===== src/rtl/frame_pixel_reader.sv =====
// frame_pixel_reader
//
// Raster pixel source. On a start pulse it reads one frame from a synchronous
// frame buffer (one-cycle read latency) and emits it row by row as o_de/o_pixel
// beats. A programmable start-up delay comes before the frame and a horizontal
// blanking gap follows every line except the last.
//
// Optional feature: define FRAME_READER_ABORT_EN to add the i_abort input,
// which drops the frame in progress and returns to IDLE.
//
// Ports:
//   HCLK, HRESETn        clock, asynchronous active-low reset
//   i_start              one-cycle frame request (accepted only in IDLE)
//   i_abort              (FRAME_READER_ABORT_EN only) abandon current frame
//   i_width, i_height    frame geometry, latched at start
//   i_start_up_delay     idle cycles between start and the first read
//   i_hsync_delay        blank cycles after each line except the last
//   o_rd_en, o_rd_addr   frame buffer read port, linear raster address
//   i_rd_data            read data, valid one cycle after o_rd_en
//   o_de, o_pixel        pixel beat
//   o_hsync              high while a line's pixels stream (aligned with o_de)
//   o_vsync              high from the first read until the last o_de
//   o_busy               not IDLE
//   o_frame_done         one-cycle pulse after the last o_de
//   o_dbg_state          current FSM state for observation
//
// Handshake: there is no back-pressure. o_rd_en is a one-cycle request whose
// data the buffer must return on i_rd_data exactly one cycle later; o_de marks
// each valid o_pixel beat and the consumer must take it in that cycle.

module frame_pixel_reader #(
  parameter int W_SIZE  = 12,
  parameter int W_DELAY = 12,
  parameter int W_PIX   = 32,
  parameter int W_ADDR  = 24
) (
  input  logic               HCLK,
  input  logic               HRESETn,
  input  logic               i_start,
`ifdef FRAME_READER_ABORT_EN
  input  logic               i_abort,
`endif
  input  logic [W_SIZE-1:0]  i_width,
  input  logic [W_SIZE-1:0]  i_height,
  input  logic [W_DELAY-1:0] i_start_up_delay,
  input  logic [W_DELAY-1:0] i_hsync_delay,
  output logic               o_rd_en,
  output logic [W_ADDR-1:0]  o_rd_addr,
  input  logic [W_PIX-1:0]   i_rd_data,
  output logic               o_de,
  output logic [W_PIX-1:0]   o_pixel,
  output logic               o_hsync,
  output logic               o_vsync,
  output logic               o_busy,
  output logic               o_frame_done,
  output logic [2:0]         o_dbg_state
);

  typedef enum logic [2:0] {
    S_IDLE    = 3'd0,
    S_STARTUP = 3'd1,
    S_LINE    = 3'd2,
    S_HBLANK  = 3'd3,
    S_FLUSH   = 3'd4
  } state_t;

  state_t state, state_d;

  logic [W_SIZE-1:0]  w_q, h_q;
  logic [W_DELAY-1:0] hd_q;
  logic [W_DELAY-1:0] cnt;
  logic [W_SIZE-1:0]  col, row;
  logic [W_ADDR-1:0]  addr;
  logic               zero_q;
  logic               de_q;
  logic               last_q;
  logic               done_q;
  logic [W_PIX-1:0]   pix_hold;

  logic abort_req;
  logic abort_take;
  logic start_ok;
  logic zero_cfg;
  logic line_end;
  logic last_line;
  logic cnt_zero;
  logic rd_en;

`ifdef FRAME_READER_ABORT_EN
  assign abort_req = i_abort;
`else
  assign abort_req = 1'b0;
`endif

  // Abort wins over a coincident start, and has no effect in IDLE.
  assign abort_take = abort_req && (state != S_IDLE);
  assign start_ok   = (state == S_IDLE) && i_start && !abort_req;
  assign zero_cfg   = (i_width == '0) || (i_height == '0);
  assign line_end   = (col == w_q - W_SIZE'(1));
  assign last_line  = (row == h_q - W_SIZE'(1));
  assign cnt_zero   = (cnt == '0);
  assign rd_en      = (state == S_LINE);

  // Next-state logic
  always_comb begin
    state_d = state;
    case (state)
      S_IDLE: begin
        if (start_ok) begin
          if (zero_cfg)                      state_d = S_FLUSH;
          else if (i_start_up_delay == '0)   state_d = S_LINE;
          else                               state_d = S_STARTUP;
        end
      end
      S_STARTUP: if (cnt_zero) state_d = S_LINE;
      S_LINE: begin
        if (line_end) begin
          if (last_line)            state_d = S_FLUSH;
          else if (hd_q == '0)      state_d = S_LINE;
          else                      state_d = S_HBLANK;
        end
      end
      S_HBLANK: if (cnt_zero) state_d = S_LINE;
      S_FLUSH:  state_d = S_IDLE;
      default:  state_d = S_IDLE;
    endcase
    if (abort_take) state_d = S_IDLE;
  end

  always_ff @(posedge HCLK or negedge HRESETn) begin
    if (!HRESETn) state <= S_IDLE;
    else          state <= state_d;
  end

  // Counters, latched configuration and the one-stage output pipeline
  always_ff @(posedge HCLK or negedge HRESETn) begin
    if (!HRESETn) begin
      w_q    <= '0;
      h_q    <= '0;
      hd_q   <= '0;
      cnt    <= '0;
      col    <= '0;
      row    <= '0;
      addr   <= '0;
      zero_q <= 1'b0;
      de_q   <= 1'b0;
      last_q <= 1'b0;
      done_q <= 1'b0;
    end else if (abort_take) begin
      // The read issued this cycle is dropped because de_q is cleared.
      cnt    <= '0;
      col    <= '0;
      row    <= '0;
      addr   <= '0;
      zero_q <= 1'b0;
      de_q   <= 1'b0;
      last_q <= 1'b0;
      done_q <= 1'b0;
    end else begin
      de_q   <= rd_en;
      last_q <= rd_en && line_end && last_line;
      // An empty frame reports done right away; a real frame reports it on
      // leaving FLUSH, i.e. the cycle after its last beat.
      done_q <= (start_ok && zero_cfg) || ((state == S_FLUSH) && !zero_q);

      case (state)
        S_IDLE: begin
          if (start_ok) begin
            w_q    <= i_width;
            h_q    <= i_height;
            hd_q   <= i_hsync_delay;
            cnt    <= i_start_up_delay - W_DELAY'(1);
            col    <= '0;
            row    <= '0;
            addr   <= '0;
            zero_q <= zero_cfg;
          end
        end
        S_STARTUP, S_HBLANK: begin
          if (!cnt_zero) cnt <= cnt - W_DELAY'(1);
        end
        S_LINE: begin
          addr <= addr + W_ADDR'(1);
          if (line_end) begin
            col <= '0;
            row <= row + W_SIZE'(1);
            cnt <= hd_q - W_DELAY'(1);
          end else begin
            col <= col + W_SIZE'(1);
          end
        end
        S_FLUSH: begin
          col <= '0;
          row <= '0;
        end
        default: ;
      endcase
    end
  end

  // Holds the last delivered pixel so o_pixel is stable between beats.
  always_ff @(posedge HCLK or negedge HRESETn) begin
    if (!HRESETn)  pix_hold <= '0;
    else if (de_q) pix_hold <= i_rd_data;
  end

  assign o_rd_en      = rd_en;
  assign o_rd_addr    = addr;
  assign o_de         = de_q;
  // hsync is the read-side line strobe delayed like o_de, so it is the same bit.
  assign o_hsync      = de_q;
  // last_q keeps vsync high through the FLUSH cycle that carries the last beat.
  assign o_vsync      = (state == S_LINE) || (state == S_HBLANK) || last_q;
  assign o_pixel      = de_q ? i_rd_data : pix_hold;
  assign o_busy       = (state != S_IDLE);
  assign o_frame_done = done_q;
  assign o_dbg_state  = state;

endmodule

===== config.mk =====
export PLATFORM = sky130hd
export DESIGN_NAME = frame_pixel_reader
export DESIGN_NICKNAME = d
export VERILOG_FILES = /design/src/rtl/frame_pixel_reader.sv
export SDC_FILE = /design/constraint.sdc
export NUM_CORES = 1
export LEC_CHECK = 0
export ABC_AREA = 1
export CORE_AREA = 2 2 143 145
export CTS_CLUSTER_DIAMETER = 50
export DETAILED_ROUTE_END_ITERATION = 6
export DIE_AREA = 0 0 145 147
export GPL_ROUTABILITY_DRIVEN = 1
export SLEW_MARGIN = 20
export SYNTH_ARGS = -nofsm -noshare
export SYNTH_HDL_FRONTEND = slang
export SYNTH_SLANG_ARGS = --single-unit

===== constraint.sdc =====
create_clock -name HCLK -period 5 [get_ports HCLK]
set_input_delay 0.5 -clock HCLK [delete_from_list [all_inputs] [get_ports HCLK]]
set_output_delay 0.5 -clock HCLK [all_outputs]
set_load 0.005 [all_outputs]

; Word level (Yosys, flattened, before mapping)
; Cells that the tools add are included.
[totals]
output_inout_bits = 65
ff_bits = 135
rom_bits = 0
mem_count = 0
wordCells = 78
input_bits = 83
latchBits = 0
mem_bits_rw = 0
[op_classes]
reduce_logical = 27
mux = 20
bitwise_logic = 0
div = 0
shifts = 0
eq_ne = 10
addsub = 8
mul = 0
order_cmp = 0
[ops]
columns = operator, n
row1 = 12-bit one-hot mux with 3 select lines, 3
row2 = 12-bit 2-to-1 mux, 6
row3 = 12-bit logical NOT, 5
row4 = "12-bit by 1-bit subtractor with 12-bit output, second input constant", 5
row5 = 24-bit one-hot mux with 2 select lines, 1
row6 = 32-bit 2-to-1 mux, 1
row7 = "12-bit by 1-bit adder with 12-bit output, second input constant", 2
row8 = "24-bit by 1-bit adder with 24-bit output, second input constant", 1
row9 = 12-bit == test, 2
row10 = 24-bit 2-to-1 mux, 1
row11 = 3-bit 2-to-1 mux, 5
row12 = 3-bit one-hot mux with 3 select lines, 1
row13 = 3-bit nonzero test, 3
row14 = "3-bit by 2-bit == test with 1-bit output, second input constant", 2
row15 = "2-bit != test, second input constant", 3
row16 = 2-bit AND reduction, 3
row17 = 3-bit AND reduction, 2
row18 = 1-bit logical AND, 5
row19 = 1-bit logical OR, 4
row20 = 4-bit AND reduction, 1
row21 = "3-bit by 1-bit == test with 1-bit output, second input constant", 1
row22 = "3-bit == test, second input constant", 1
row23 = 3-bit logical NOT, 1
row24 = 2-bit 2-to-1 mux, 1
row25 = other kinds (5), 5

; Logic depth before layout (Yosys ltp)
[logic_depth]
ltp_word = 5
mapped_depth = 17
depth_no_buf = 16

; Worst setup path after synthesis
; OpenSTA, ideal clock, no wires.
[synth_timing]
path_type = register to register
start = register w_q[0]
end = register cnt[3]
arrival_time_ns = 1.925
period_less_slack_ns = 2.041
required_ns = 4.883
path_slack_ns = 2.959
path_buffers = 1
stages_incl_launch_ff = 15
setup_ns = 0.117
cell_sequence = dfrtp_1 inv_1 ha_1 nand2_2 nor2_2 nand3_1 nand3_1 nand2_1 nor2_2 nand3_2 nand2_4 nand3_4 buf_6 nand2_1 nand2_1
[synth_via]
elab_chain_cells = 4
[synth_rtl]
columns = item, line
row1 = start: declaration, 69  ; logic [W_SIZE-1:0] w_q, h_q;
row2 = start signal: assignment, 169  ; w_q <= i_width;
row3 = 12-bit by 1-bit subtractor with 12-bit output, 99  ; assign line_end = (col == w_q - W_SIZE'(1));
row4 = 12-bit == test, 99
row5 = 2-bit != test (no source line), -
row6 = 4-bit AND reduction (no source line), -
row7 = end signal: assignment, 172  ; cnt <= i_start_up_delay - W_DELAY'(1);
row8 = end signal: assignment, 180  ; if (!cnt_zero) cnt <= cnt - W_DELAY'(1);
row9 = end signal: assignment, 187  ; cnt <= hd_q - W_DELAY'(1);
row10 = end: declaration, 71  ; logic [W_DELAY-1:0] cnt;
; No other way between the ends.
; A chain may end at the register's enable or synchronous reset.

; Worst setup path after layout
[layout_timing]
start = register state[2] (netlist: o_dbg_state[2])
end = register cnt[8]
[layout_via]
elab_chain_cells = 4
word_cells_on_any_way = 12
classes_between = eq/ne (6) / mux (1) / reduce/logical (5)
[layout_rtl]
columns = item, line
row1 = start: declaration, 67  ; state_t state, state_d;
row2 = start signal: assignment, 132  ; else state <= state_d;
row3 = "3-bit by 2-bit == test with 1-bit output, or another cell as far along", 166  ; case (state)
row4 = 2-bit OR reduction (no source line) / 1-bit logical AND (equally long branches), -
row5 = 2-bit != test (no source line) / 3-bit nonzero test (equally long branches), -
row6 = 4-bit AND reduction (no source line), -
; Parallel ways exist; a longest one is shown, timed or not.

==> results by group <==
Global route
  • Initial antenna violation count: 0
  • Largest net degree at the start of global routing: roughly 100
  • Total Routing Usage GR: 19.3%
  • First-pass GRT wire length: approximately 33000 microns
  • Vias in the first global route: about 6.5k
  • Gr ovfl total: 0

Synthesis
  • Mapped Area: around 7600 sq um
  • Main synth FF type: dfrtp_1
  • Largest cells by area after synthesis: dfrtp_1 (45%), nand2_1 (15%), mux2_2 (4.7%)
  • Most instantiated cells after synthesis: nand2_1 (304), dfrtp_1 (135), nor2_1 (94), inv_1 (91), nand3_1 (61)
  • Distinct cell type count after synthesis: between 40 and 50
  • Flops & latches, synth: 135
  • Sequential area share after synthesis: between 40 and 50%
  • Share of the synthesized area in the top cell type: ~45%
  • Yosys top cell by area: dfrtp_1
  • Top-count cell post-synth: nand2_1
  • Post-synth net total: around 1.1k
  • Post-synth ARST share: between 90% and 100%
  • Syn avg cell area: 7.84 sq um
  • Yosys warnings: 0
  • Post-synth EDFFs: 0
  • Cells after Synth: between 900 and 1k

Clock network
  • CTS buffer count: 17
  • Clk root buf: clkbuf_16
  • Sink Count: between 100 and 150
  • Clock transition at path regs: 0.06 ns
  • CTS Buffer Depth: 2
  • Post-CTS Resized: 0
  • Worst-Skew Late Latency: about 0.42 ns
  • H-Tree Depth: 4
  • CTS tree: yes
  • Hold Buf Count CTS: 0
  • Post-CTS Setup Repair Bufs: 0

Power and ir drop
  • Pwr/cell area: approximately 550 nW/um^2
  • Lkg Pwr: 4.40 nW
  • VDD IR max: 0.207 mV

Layout
  • Finished Layout Cells: around 1.4k
  • FF+latch area: about 3400 sq um
  • Final Util: 49.6%
  • # nets final: about 1.2k
  • Multi-input logic area: 3710 sq um
  • Layout cells sized above 1: 10.5%
  • Ant diodes: 0
  • Area Overhead vs Synth: 29.8%
  • # fillers: 1910

STA
  • Hold_ws: about 0.17 ns
  • TNS Setup: 0 ns
  • Tcrit/Tclk final: 52.0%
  • RSZ-0062 raised after global routing: false
  • Final Max Slew Viols: 0
  • Count of final setup violators: 0
  • Slew @ Worst Pin: roughly 0.96 ns
  • FMAX: between 300 and 400 MHz
  • Final Hold Fails: 0
  • Max-slew headroom: 36.2%
  • Clock skew: around 0.012 ns
  • Tmin final: roughly 2.6 ns

Die
  • # IOs: 148
  • Die X: ~150 microns
  • Cell Rows: 52
  • Initial core utilization: between 30% and 40%
  • Die area: ~21000 sq um
  • Core Region: around 20000 sq um
  • Die Y: ~150 microns

Placed design
  • DP Cell Count: 1364
  • IO Port Bufs: between 100 and 150
  • DP Wirelength: 14800 microns
  • RD Place Congestion: a little over 0.9

Detailed routing
  • # DRC: 0
  • Antenna-violating nets left: 0
  • Routed wire length per instance: ~14 microns
  • Starting DRT DRC Count: 367
  • Via count: a little under 7k
  • Via density: slightly below 5
  • Drt total wl: 20100 microns
  • DRT Pass-1 Iters: 5

Status
  • Status: finished clean

Setup path
  • Crit path capture type: register
  • Crit path DAT: between 2 and 3 ns
  • Critical path class: register to register
  • Worst path required time: roughly 5.3 ns
  • Crit-path max FO: 32
  • Startpoint types: register

Hold path
  • Hold crit path type: input pin to async pin

Flow run
  • Max-cap violations: 0
-- per-layer routing --
| metal | share of wire [%] | wire length [microns] | vias to the layer above | global-route usage (%) |
|---|---|---|---|---|
| met2 | 46 | 9270 | 168 | 31.5 |
| met4 | 1.4 | 283 | 0 | 5.00 |
| met5 | 0 | 0 | - | 0 |
| met1 | 47 | 9530 | 3139 | 25.8 |
| li1 | - | - | 3421 | - |
| met3 | 5.1 | 1020 | 18 | 4.72 |
-- worst paths after layout --
| path | from | end | slack, ns | cells after the start |
|---|---|---|---|---|
| worst max register to register | o_dbg_state[2] | cnt[8] | 2.40 | 13 |
| worst min register to register | o_rd_addr[23] | o_rd_addr[23] | 0.48 | 1 |
| worst min-delay path | HRESETn | hd_q[5] | 0.17 | 1 |
| worst max-delay path | o_dbg_state[2] | cnt[8] | 2.40 | 13 |
| min in group HCLK | o_rd_addr[23] | o_rd_addr[23] | 0.48 | 1 |
| max in group asynchronous | HRESETn | o_rd_addr[14] | 3.80 | 2 |
-- metrics by stage --
stage / cell area [sq um] / total power [W] / worst slack [ns]
after floorplan: 7590 / 0.00329 / 2.96
after CTS: 9850 / 0.00543 / 2.43
after detailed placement: 9300 / 0.00421 / 2.43
after global placement: 9300 / 0.00420 / 2.51
after global routing: 9850 / 0.00581 / 2.19
final: 9850 / 0.00539 / 2.40
-- cell families after synthesis --
| kind of cell | Yosys count | share of synthesized area (%) |
|---|---|---|
| compound gates | 94 | 7.37 |
| simple gates | 541 | 31.3 |
| buf+inv | 123 | 6.71 |
| flops | 135 | 44.5 |
| fa+ha+maj | 6 | 0.989 |
| mux | 39 | 5.67 |
| xor+xnor | 30 | 3.46 |
-- critical path, cell delays in order (launching register included) --
cell	delay [ns]
dfrtp_1	0.40
inv_2	0.13
nand2_4	0.12
nor2_4	0.33
buf_4	0.40
nand2_1	0.09
o211ai_1	0.20
inv_1	0.09
ha_1	0.21
inv_1	0.07
nor2_1	0.06
nand3_1	0.08
xor2_1	0.20
o21ai_2	0.08
-- layout by cell type, fill, tap and decap left out, types with 3 or more instances in the layout --
cell               n
nor3_1            14
clkinvlp_4         3
mux2_2            32
nor2_1            94
o21ai_2           10
o21ai_0           48
nand2_1          304
clkdlybuf4s50_1  146
ha_1               6
nand2_4            5
inv_2              5
xor2_1            18
inv_6              4
a21oi_1           12
nor3_2             3
inv_1             91
nor2_4             4
nand2_2            5
o22ai_1            7
buf_4              5
nor4_1            10
nand4_1           19
a22oi_1            3
clkbuf_16         17
nand3_1           61
nor2_2            11
mux2i_1            7
nand3b_1           5
xnor2_1           12
clkinv_4           3
dfrtp_1          135
o211ai_1           3
-- area by class of cell --
cell class              instances  area share (%)
flip-flops and latches        135            34.3
multi-input cells             710            37.6
clock inverters                13            1.26
inverters                      97            3.72
well taps                     270            3.43
clock buffers                  17            4.32
repair buffers                152            15.3
-- flip-flops by register name, summed over array words and instances (netlist names) --
| register | count |
|---|---|
| pix_hold | 32 |
| o_rd_addr | 24 |
| cnt | 12 |
| col | 12 |
| h_q | 12 |
| hd_q | 12 |
| row | 12 |
| w_q | 12 |
| o_dbg_state | 3 |
| last_q | 1 |
| o_de | 1 |
| o_frame_done | 1 |
| zero_q | 1 |
-- power by group --
group	internal, W	total, W	switching, W	leakage [nW]
Combinational	0.00108	0.00237	0.00129	2.42
Clock	0.000685	0.00120	0.000512	0.262
Sequential	0.00150	0.00182	0.000323	1.72
No activity file was read; power rests on OpenSTA's default activity.
